### config.mk
export PLATFORM = sky130hd
export DESIGN_NAME = fetch_unit
export DESIGN_NICKNAME = d
export VERILOG_FILES = /design/src/rtl/core_pkg.sv /design/src/rtl/pc_adder.sv /design/src/rtl/fetch_unit.sv
export SDC_FILE = /design/constraint.sdc
export NUM_CORES = 1
export LEC_CHECK = 0
export ABC_CLOCK_PERIOD_IN_PS = 3680
export BUFFER_PORTS_ARGS = -buffer_cell sky130_fd_sc_hd__buf_2
export CORE_AREA = 3 3 223 116
export DETAILED_ROUTE_END_ITERATION = 8
export DIE_AREA = 0 0 226 119
export PLACE_DENSITY = 0.76
export SLEW_MARGIN = 20
export SYNTH_ARGS = -nofsm -noshare
export SYNTH_HDL_FRONTEND = slang
export SYNTH_HIERARCHICAL = 1
export SYNTH_SLANG_ARGS = --single-unit
### constraint.sdc
create_clock -name clk -period 3.68 [get_ports clk]
set_input_delay 0.552 -clock clk [delete_from_list [all_inputs] [get_ports clk]]
set_output_delay 0.552 -clock clk [all_outputs]
set_load 0.01 [all_outputs]
### src/rtl/core_pkg.sv
// Shared types and constants for the RV32I core front end.
package core_pkg;

   // Canonical RV32I no-op (addi x0, x0, 0), shown on the decode port out of reset.
   localparam logic [31:0] NOP_INSTR = 32'h0000_0013;

   // Fetch FSM: idle, awaiting a live response, or awaiting a response to throw away.
   typedef enum logic [1:0] {
      S_IDLE = 2'd0,
      S_WAIT = 2'd1,
      S_DROP = 2'd2
   } fetch_state_t;

   // One buffered instruction together with its address and fall-through address.
   typedef struct packed {
      logic [31:0] instr;
      logic [31:0] pc;
      logic [31:0] pc_plus4;
   } fetch_entry_t;

   localparam fetch_entry_t NOP_ENTRY = '{instr: NOP_INSTR, pc: 32'h0, pc_plus4: 32'h0};

endpackage

### src/rtl/pc_adder.sv
// Sequential-address adder: base + 4, modulo 2^32.
module pc_adder (
   input  logic [31:0] base,
   output logic [31:0] sum
);

   assign sum = base + 32'd4;

endmodule

### src/rtl/fetch_unit.sv
// Instruction-fetch front end: owns the fetch PC, keeps at most one request in
// flight to instruction memory, buffers up to two returned instructions and
// hands them to decode. A redirect reloads the PC and flushes everything.
module fetch_unit
   import core_pkg::*;
#(
   parameter logic [31:0] RESET_PC = 32'h0000_0000
) (
   input  logic        clk,
   input  logic        rst_n,
   output logic        imem_req_valid,
   output logic [31:0] imem_req_addr,
   input  logic        imem_req_ready,
   input  logic        imem_rsp_valid,
   input  logic [31:0] imem_rsp_data,
   input  logic        redirect_valid,
   input  logic [31:0] redirect_pc,
   output logic        id_valid,
   output logic [31:0] id_instr,
   output logic [31:0] id_pc,
   output logic [31:0] id_pc_plus4,
   input  logic        id_ready
);

   fetch_state_t state, state_nxt;
   logic [31:0]  pc, pc_plus4;
   logic [31:0]  tag, tag_plus4;
   fetch_entry_t q0, q1, entry_in;
   logic [1:0]   occ;
   logic [2:0]   occ_eff;
   logic         drain, fill, pending, accept, push;

   pc_adder u_pc_inc  (.base(pc),  .sum(pc_plus4));
   pc_adder u_tag_inc (.base(tag), .sum(tag_plus4));

   assign imem_req_addr = pc;
   assign entry_in      = '{instr: imem_rsp_data, pc: tag, pc_plus4: tag_plus4};

   // The head entry is registered, so no input reaches the decode port combinationally.
   assign id_valid    = (occ != 2'd0);
   assign id_instr    = q0.instr;
   assign id_pc       = q0.pc;
   assign id_pc_plus4 = q0.pc_plus4;

   // FSM outputs: request issue and queue fill/drain strobes for this cycle.
   always_comb begin
      drain   = id_valid && id_ready && !redirect_valid;
      fill    = imem_rsp_valid && (state == S_WAIT);
      pending = (state != S_IDLE) && !imem_rsp_valid;
      occ_eff = {1'b0, occ} - {2'b00, drain} + {2'b00, fill};
      // A still-pending request blocks issue outright: only one may be in flight,
      // and with that gate the occupancy-plus-pending bound reduces to occ_eff < 2.
      imem_req_valid = rst_n && !redirect_valid && !pending && (occ_eff < 3'd2);
      accept = imem_req_valid && imem_req_ready;
      push   = fill && !redirect_valid;
   end

   // Next-state: a returning response retires the request; redirect turns a live wait into a drop.
   always_comb begin
      // NOTE: default assignment first so every path drives state_nxt and no latch is inferred.
      state_nxt = state;
      case (state)
         S_IDLE: if (accept) state_nxt = S_WAIT;
         S_WAIT, S_DROP: begin
            if (imem_rsp_valid)      state_nxt = accept ? S_WAIT : S_IDLE;
            else if (redirect_valid) state_nxt = S_DROP;
         end
         default: state_nxt = S_IDLE;
      endcase
   end

   // State register.
   always_ff @(posedge clk or negedge rst_n) begin
      // NOTE: sequential state uses non-blocking assignments so all registers update together.
      if (!rst_n) state <= S_IDLE;
      else        state <= state_nxt;
   end

   // Fetch pointer and request tag: redirect wins, otherwise advance on acceptance.
   always_ff @(posedge clk or negedge rst_n) begin
      if (!rst_n) begin
         pc  <= RESET_PC;
         tag <= RESET_PC;
      end else if (redirect_valid) begin
         pc <= redirect_pc;
      end else if (accept) begin
         pc  <= pc_plus4;
         tag <= pc;
      end
   end

   // Two-entry shift queue; q0 is always the head, simultaneous push/pop keeps order.
   always_ff @(posedge clk or negedge rst_n) begin
      if (!rst_n) begin
         // NOTE: queue storage is reset because the head is visible on the decode port out of reset.
         q0  <= NOP_ENTRY;
         q1  <= NOP_ENTRY;
         occ <= 2'd0;
      end else if (redirect_valid) begin
         occ <= 2'd0;
      end else begin
         case ({push, drain})
            2'b10: begin
               if (occ == 2'd0) q0 <= entry_in;
               else             q1 <= entry_in;
               occ <= occ + 2'd1;
            end
            2'b01: begin
               q0  <= q1;
               occ <= occ - 2'd1;
            end
            2'b11: begin
               if (occ == 2'd1) begin
                  q0 <= entry_in;
               end else begin
                  q0 <= q1;
                  q1 <= entry_in;
               end
            end
            default: ;
         endcase
      end
   end

endmodule
==> impl_results.md, run 1 <==
* Fin. Hold Viols at 0
* Power Density at 744 nW/um^2
* Metal3 WL at 1090 um
* Cell taking the most area after synthesis: dfrtp_1
* Vias in the first global route at 8488
* Register-to-register setup slack at 0.21 ns
* Share of cells above drive strength 1 at 34.5%
* Final wirelength at 27500 um
* Reg2Reg Launch Point: occ[0]
* Switching share of power at 34.7%
* Placeable core area at 23900 um^2
* P&R area growth vs syn at 17.5%
* Mean post-synth cell area at 12.1 um^2
* Clk sink count at 260
* DRT Pass-1 Iters at 5
* Syn Nets at 1092
* Most area-consuming cells after synthesis: dfrtp_1, mux2_2, mux2i_1
* Placer Congestion at 0.804
* Slew HR at 42.7%
* Initial DRC Count at 590
* Finished Cell Area at 14400 um^2
* Clk Latency, worst-skew pair at 0.52 ns
* EDFF count, synth at 0
* Fin nets at 1274
* FMAX at 279 MHz
* WS Path Type: reg -> out
* Critical path required time at 3.13 ns
* Number of core rows at 40
* Port Buf Inserts at 199
* Hpwl dp at 19200 um
* Ant diodes at 0
* Power share of the clock group at 23.4%
* Register-to-Register Path Depth at 12
* Initial antenna violation count at 0
* CTS Buf Count at 24
* Met2 wire len at 12800 um
* Vias at 8509
* Die Span X at 226 um
* P_leak at 6.65 nW
* CTS tree: yes
* H-tree level count at 1
* Die area at 26900 um^2
* Setup crit end kind: output port
* Initial core utilization at 51.2%
* Final setup fails at 0
* Total gr overflow at 0
* Most frequent cells after synthesis: dfrtp_1, mux2_2, nand2_1
* Seq pwr share at 45.2%
* VDD IR-drop max at 0.336 mV
* Top-count cell post-synth: dfrtp_1
* Die Ht at 119 um
* Worst-path clk slew at 0.06 ns
* Setup Skew at 0.0110 ns
* Syn. warnings at 6
* Final min period at 3.58 ns
* DR top layer: met4
* Worst hold path type: in -> reg
* Largest net degree at the start of global routing at 152
* Placed cell area at 13500 um^2
* Max Transition Viols Final at 0
* Slew of the pin with the lowest slew margin at 0.860 ns
* Drt drc at 0
* Pint at 6.98 mW
* Seq/Total Area, Yosys at 53.3%
* Max-cap check violation count at 0
* Asr flop ratio synth at 100%
* First-pass GRT wire length at 44600 um
* IO Pins at 200
* Synth top area share at 52.0%
* Vias per cell at 5.57
* Fin crit share at 97.4%
* Total GRT Usage at 20.3%
* Syn Inst Count at 1013
* Final core occ at 60.1%
* CTS max path bufs at 3
* Status: completed
* Root Buffer: clkbuf_16
* Critical path arrival at 3.03 ns
* Primary FF master, synth: dfrtp_1
* Post-Route M1 WL at 13000 um
* Post-synthesis cell area at 12200 um^2
* Library cells used by synthesis at 47
* Critical path peak fanout at 4
* DR WL/cell at 18.0 um
* Startpoint types: flop
* Worst Hold Depth at 2
* R2r endpoint: imem_req_addr[25]
* Min-Delay Endpoint: imem_req_addr[6]
* Psw at 3.70 mW
* Combinational power share at 31.4%
* Hold wc startpoint: redirect_pc[6]
* Antenna viol nets, final at 0
* #FFs+latches synth at 260
flip-flops by register name, summed over array words and instances (netlist names):
name	count
id_instr	32
id_pc	32
id_pc_plus4	32
imem_req_addr	32
occ	2
q1	96
state	2
tag	32
power groups by stage:
stage	clock network [mW]	registers, mW	logic (mW)
after floorplan	0	4.84	2.01
after global placement	0	4.79	3.22
after detailed placement	0	4.87	3.34
after CTS	2.57	4.82	3.38
after global routing	2.70	4.97	3.72
final	2.50	4.83	3.36
worst max-delay path, cell delays in order, from the launching register on:
cell and delay, ns:
dfrtp_1 0.35, inv_1 0.08, ha_2 0.22, or3b_4 0.40, inv_4 0.08, ha_1 0.22
nand2b_4 0.15, fa_2 0.41, xor2_2 0.18, nor4_2 0.24, buf_2 0.19
worst max-delay path by stage:
stage	startpoint	to	slack [ns]	depth (start not counted)
floorplan	occ[1]	tag[23]	0.11	13
global placement	redirect_valid	imem_req_addr[29]	0.31	11
detailed placement	occ[0]	imem_req_addr[27]	0.21	12
CTS	occ[0]	imem_req_valid	0.05	10
global route	occ[0]	imem_req_valid	-0.003	10
finish	occ[0]	imem_req_valid	0.1	10
final cells by class:
type / count / area (um^2)
tap: 315 / 394
multi-input combinational: 677 / 5310
inverter: 10 / 40.0
clock buffer: 39 / 748
clock inverter: 4 / 45.0
timing repair buffer: 222 / 1310
fill: 1932 / 9520
sequential: 260 / 6510
cells in the final DEF (no fill, tap or decap), drive strengths merged, types with 2 or more instances in the layout:
| master | instances |
|---|---|
| nand3 | 22 |
| xor2 | 15 |
| nor3 | 6 |
| clkbuf | 39 |
| nand2 | 118 |
| nor3b | 34 |
| and2 | 2 |
| ha | 8 |
| nand4 | 20 |
| mux2 | 129 |
| dfrtp | 254 |
| a21oi | 3 |
| xnor2 | 45 |
| buf | 221 |
| or2 | 4 |
| nor2 | 18 |
| mux2i | 96 |
| nor4 | 5 |
| and3 | 4 |
| o21ai | 97 |
| a221o | 33 |
| inv | 10 |
| and4 | 5 |
| clkinv | 3 |
| dfstp | 6 |
stage by stage:
step | power, mW | hold WS [ns] | instances | setup slack, ns | TNS (ns)
CTS | 10.8 | 0.244 | 1525 | 0.0468 | 0
detailed placement | 8.21 | 0.361 | 1480 | 0.207 | 0
floorplan | 6.84 | 0.256 | 1013 | 0.114 | 0
global route | 11.4 | 0.245 | 1527 | -0.00316 | -0.00316
global placement | 8.01 | 0.361 | 1480 | 0.314 | 0
finish | 10.7 | 0.270 | 1527 | 0.0968 | 0
repair_timing:
action / in CTS / in global routing
buffers inserted: 1 / 2
hold buffers: 1 / 0
endpoints found under the hold margin: 8 / 0
setup endpoints to repair: 1 / 1
pin swaps: 1 / 2
resized for setup: 4 / 5
per-layer routing:
| layer | vias up | global-route usage (%) |
|---|---|---|
| met5 | - | 0 |
| met4 | 0 | 4.56 |
| met3 | 44 | 3.69 |
| met2 | 182 | 33.1 |
| met1 | 4297 | 28.6 |
| li1 | 3986 | - |
cells by family (layout without fill, tap and decap cells):
kind of cell,Yosys count,in the layout,share of synthesized area (%)
flops,260,260,53.3
simple gates,244,244,10.7
mux,225,225,19.8
compound gates,139,139,7.22
buf+inv,76,275,3.74
xor+xnor,60,60,4.30
fa+ha+maj,9,9,0.983
Note: power is estimated with default switching activity, not from simulation.
==> run 2, diff against run 1 <==
--- a/config.mk
+++ b/config.mk
@@ -6,11 +6,12 @@
 export NUM_CORES = 1
 export LEC_CHECK = 0
 export ABC_CLOCK_PERIOD_IN_PS = 3680
-export BUFFER_PORTS_ARGS = -buffer_cell sky130_fd_sc_hd__buf_2
-export CORE_AREA = 3 3 223 116
+export CORE_AREA = 3 3 206 107
+export CTS_BUF_LIST = sky130_fd_sc_hd__clkbuf_4
 export DETAILED_ROUTE_END_ITERATION = 8
-export DIE_AREA = 0 0 226 119
-export PLACE_DENSITY = 0.76
+export DIE_AREA = 0 0 209 110
+export DONT_BUFFER_PORTS = 1
+export PLACE_DENSITY = 0.79
 export SLEW_MARGIN = 20
 export SYNTH_ARGS = -nofsm -noshare
 export SYNTH_HDL_FRONTEND = slang
==> impl_results.md, run 2 (synthesis results as in run 1) <==
* Antenna viol nets, final at 0
* Die Span X at 209 um
* Max FFs per register at 96
* Critical path required time at 3.13 ns
* Initial antenna violation count at 1
* WS Path Type: reg -> out
* CTS tree: yes
* Initial core utilization at 60.0%
* Vias in the first global route at 8264
* Port Buf Inserts at 0
* P_leak at 6.04 nW
* VDD IR-drop max at 0.367 mV
* CTS max path bufs at 3
* Placer Congestion at 0.834
* DRT Pass-1 Iters at 5
* First-pass GRT wire length at 44500 um
* IO Pins at 200
* Placeable core area at 20400 um^2
* Hold WS at -0.427 ns
* Clk Latency, worst-skew pair at 0.66 ns
* Vias at 8264
* DP Worst Slack at 0.239 ns
* Setup crit end kind: output port
* Delay-heaviest family, CP: adder cells
* Fin crit share at 97.4%
* Worst hold path type: in -> async
* Setup WS post-layout at 0.0956 ns
* Status: finished, violations left
* DR WL/cell at 20.0 um
* Power Density at 727 nW/um^2
* Max Transition Viols Final at 0
* Worst-path clk slew at 0.08 ns
* CTS Buf Count at 58
* Drt drc at 0
* Critical path peak fanout at 2
* Failing checks: hold timing
* FMAX at 279 MHz
* Die Ht at 110 um
* H-tree level count at 2
* P&R area growth vs syn at 12.5%
* Share of cells above drive strength 1 at 25.1%
* Hpwl dp at 18000 um
* Slew HR at 44.2%
* Commonest cells after routing, fill and taps aside: dfrtp_1, mux2_2, nand2_1, mux2i_1, clkbuf_4
* Cells along the critical path: inv_2 -> ha_4 -> or3b_4 -> inv_4 -> ha_4 -> nand2b_4 -> fa_2 -> nand2_1 -> nor4_2 -> buf_4
* Buffers & Inverters on Critical Path at 3
* Number of core rows at 37
* Slowest-stage cell, CP: fa_2
* Most common cell after layout, fill and taps aside: dfrtp_1
* Fin nets at 1162
* Slew of the pin with the lowest slew margin at 0.838 ns
* Final min period at 3.58 ns
* Most frequent CP cell: ha_4
* Critical path arrival at 3.03 ns
* Final core occ at 67.5%
* CP max stage delay at 0.54 ns
* Largest net degree at the start of global routing at 263
* Total gr overflow at 0
* Die area at 23000 um^2
* Startpoint types: flop
* Clk sink count at 260
* Largest Register: q1
* Total GRT Usage at 24.1%
* Vias per cell at 5.89
* Final setup fails at 0
* Max-cap check violation count at 0
* Fin. Hold Viols at 260
* Final wirelength at 28100 um
* Root Buffer: clkbuf_4
* Initial DRC Count at 713
* Setup Skew at 0.0307 ns
==> run 2: worst paths after layout <==
path	startpoint	end	slack, ns	cells after the start
max in group asynchronous	rst_n	q1[47]	3.66	0
setup / recovery	occ[0]	imem_req_valid	0.1	10
min in group clk	redirect_pc[3]	imem_req_addr[3]	0.05	1
hold / removal	rst_n	q1[89]	-0.43	0
hold reg to reg	id_instr[1]	id_instr[1]	0.50	2
setup reg to reg	occ[0]	tag[7]	0.37	11
==> run 2: routing by layer <==
metal,wire [um],global-route usage [%],share of wire (%),up-vias
li1,-,-,-,3799
met1,13300,35.3,47,4146
met2,12400,35.8,44,266
met3,1870,6.33,6.6,53
met4,579,7.30,2.1,0
met5,0,0,0,-
==> run 2: metrics by stage <==
| stage | std cells | TNS, ns | cell area (um^2) | power, mW |
|---|---|---|---|---|
| 6_report | 1404 | 0 | 13700 | 10.0 |
| 5_1_grt | 1403 | -0.0251 | 13700 | 10.7 |
| 4_1_cts | 1395 | -0.0262 | 13700 | 10.0 |
| 3_5_place_dp | 1232 | 0 | 12300 | 7.63 |
| 3_3_place_gp | 1232 | 0 | 12300 | 7.42 |
| 2_1_floorplan | 1013 | 0 | 12200 | 6.84 |
==> run 2: worst register-to-register path: cells and delay by family (launching register included) <==
family / cells / cell delay [ns]
and+or+nand+nor: 4 / 1.03
adders and majority gates: 3 / 0.88
buffers and inverters: 3 / 0.51
muxes: 1 / 0.39
DFF: 1 / 0.38
==> run 2: cell type report <==
class / instances / area, um^2
fillers: 1504 / 6620
repair buffers: 76 / 771
flip-flops and latches: 260 / 6510
diodes: 2 / 5.00
inverters: 10 / 40.0
clock buffers: 91 / 683
multi-input cells: 677 / 5340
clock inverters: 15 / 57.6
well taps: 273 / 342
==> run 2: repair_timing <==
| item | 4_1_cts | 5_1_grt |
|---|---|---|
| endpoints found under the hold margin | 306 | 265 |
| endpoints found under the setup margin | 1 | 1 |
| setup buffers | 12 | 2 |
| resized for setup | 10 | 3 |
| hold buffers | 45 | 5 |
| pin swaps | 5 | 4 |
==> run 2: report_power, final <==
group	switching [mW]	total, mW	internal [mW]
sequential	1.37	5.26	3.89
clock	1.11	2.23	1.12
combinational	1.19	2.51	1.32
total	3.67	10.0	6.33
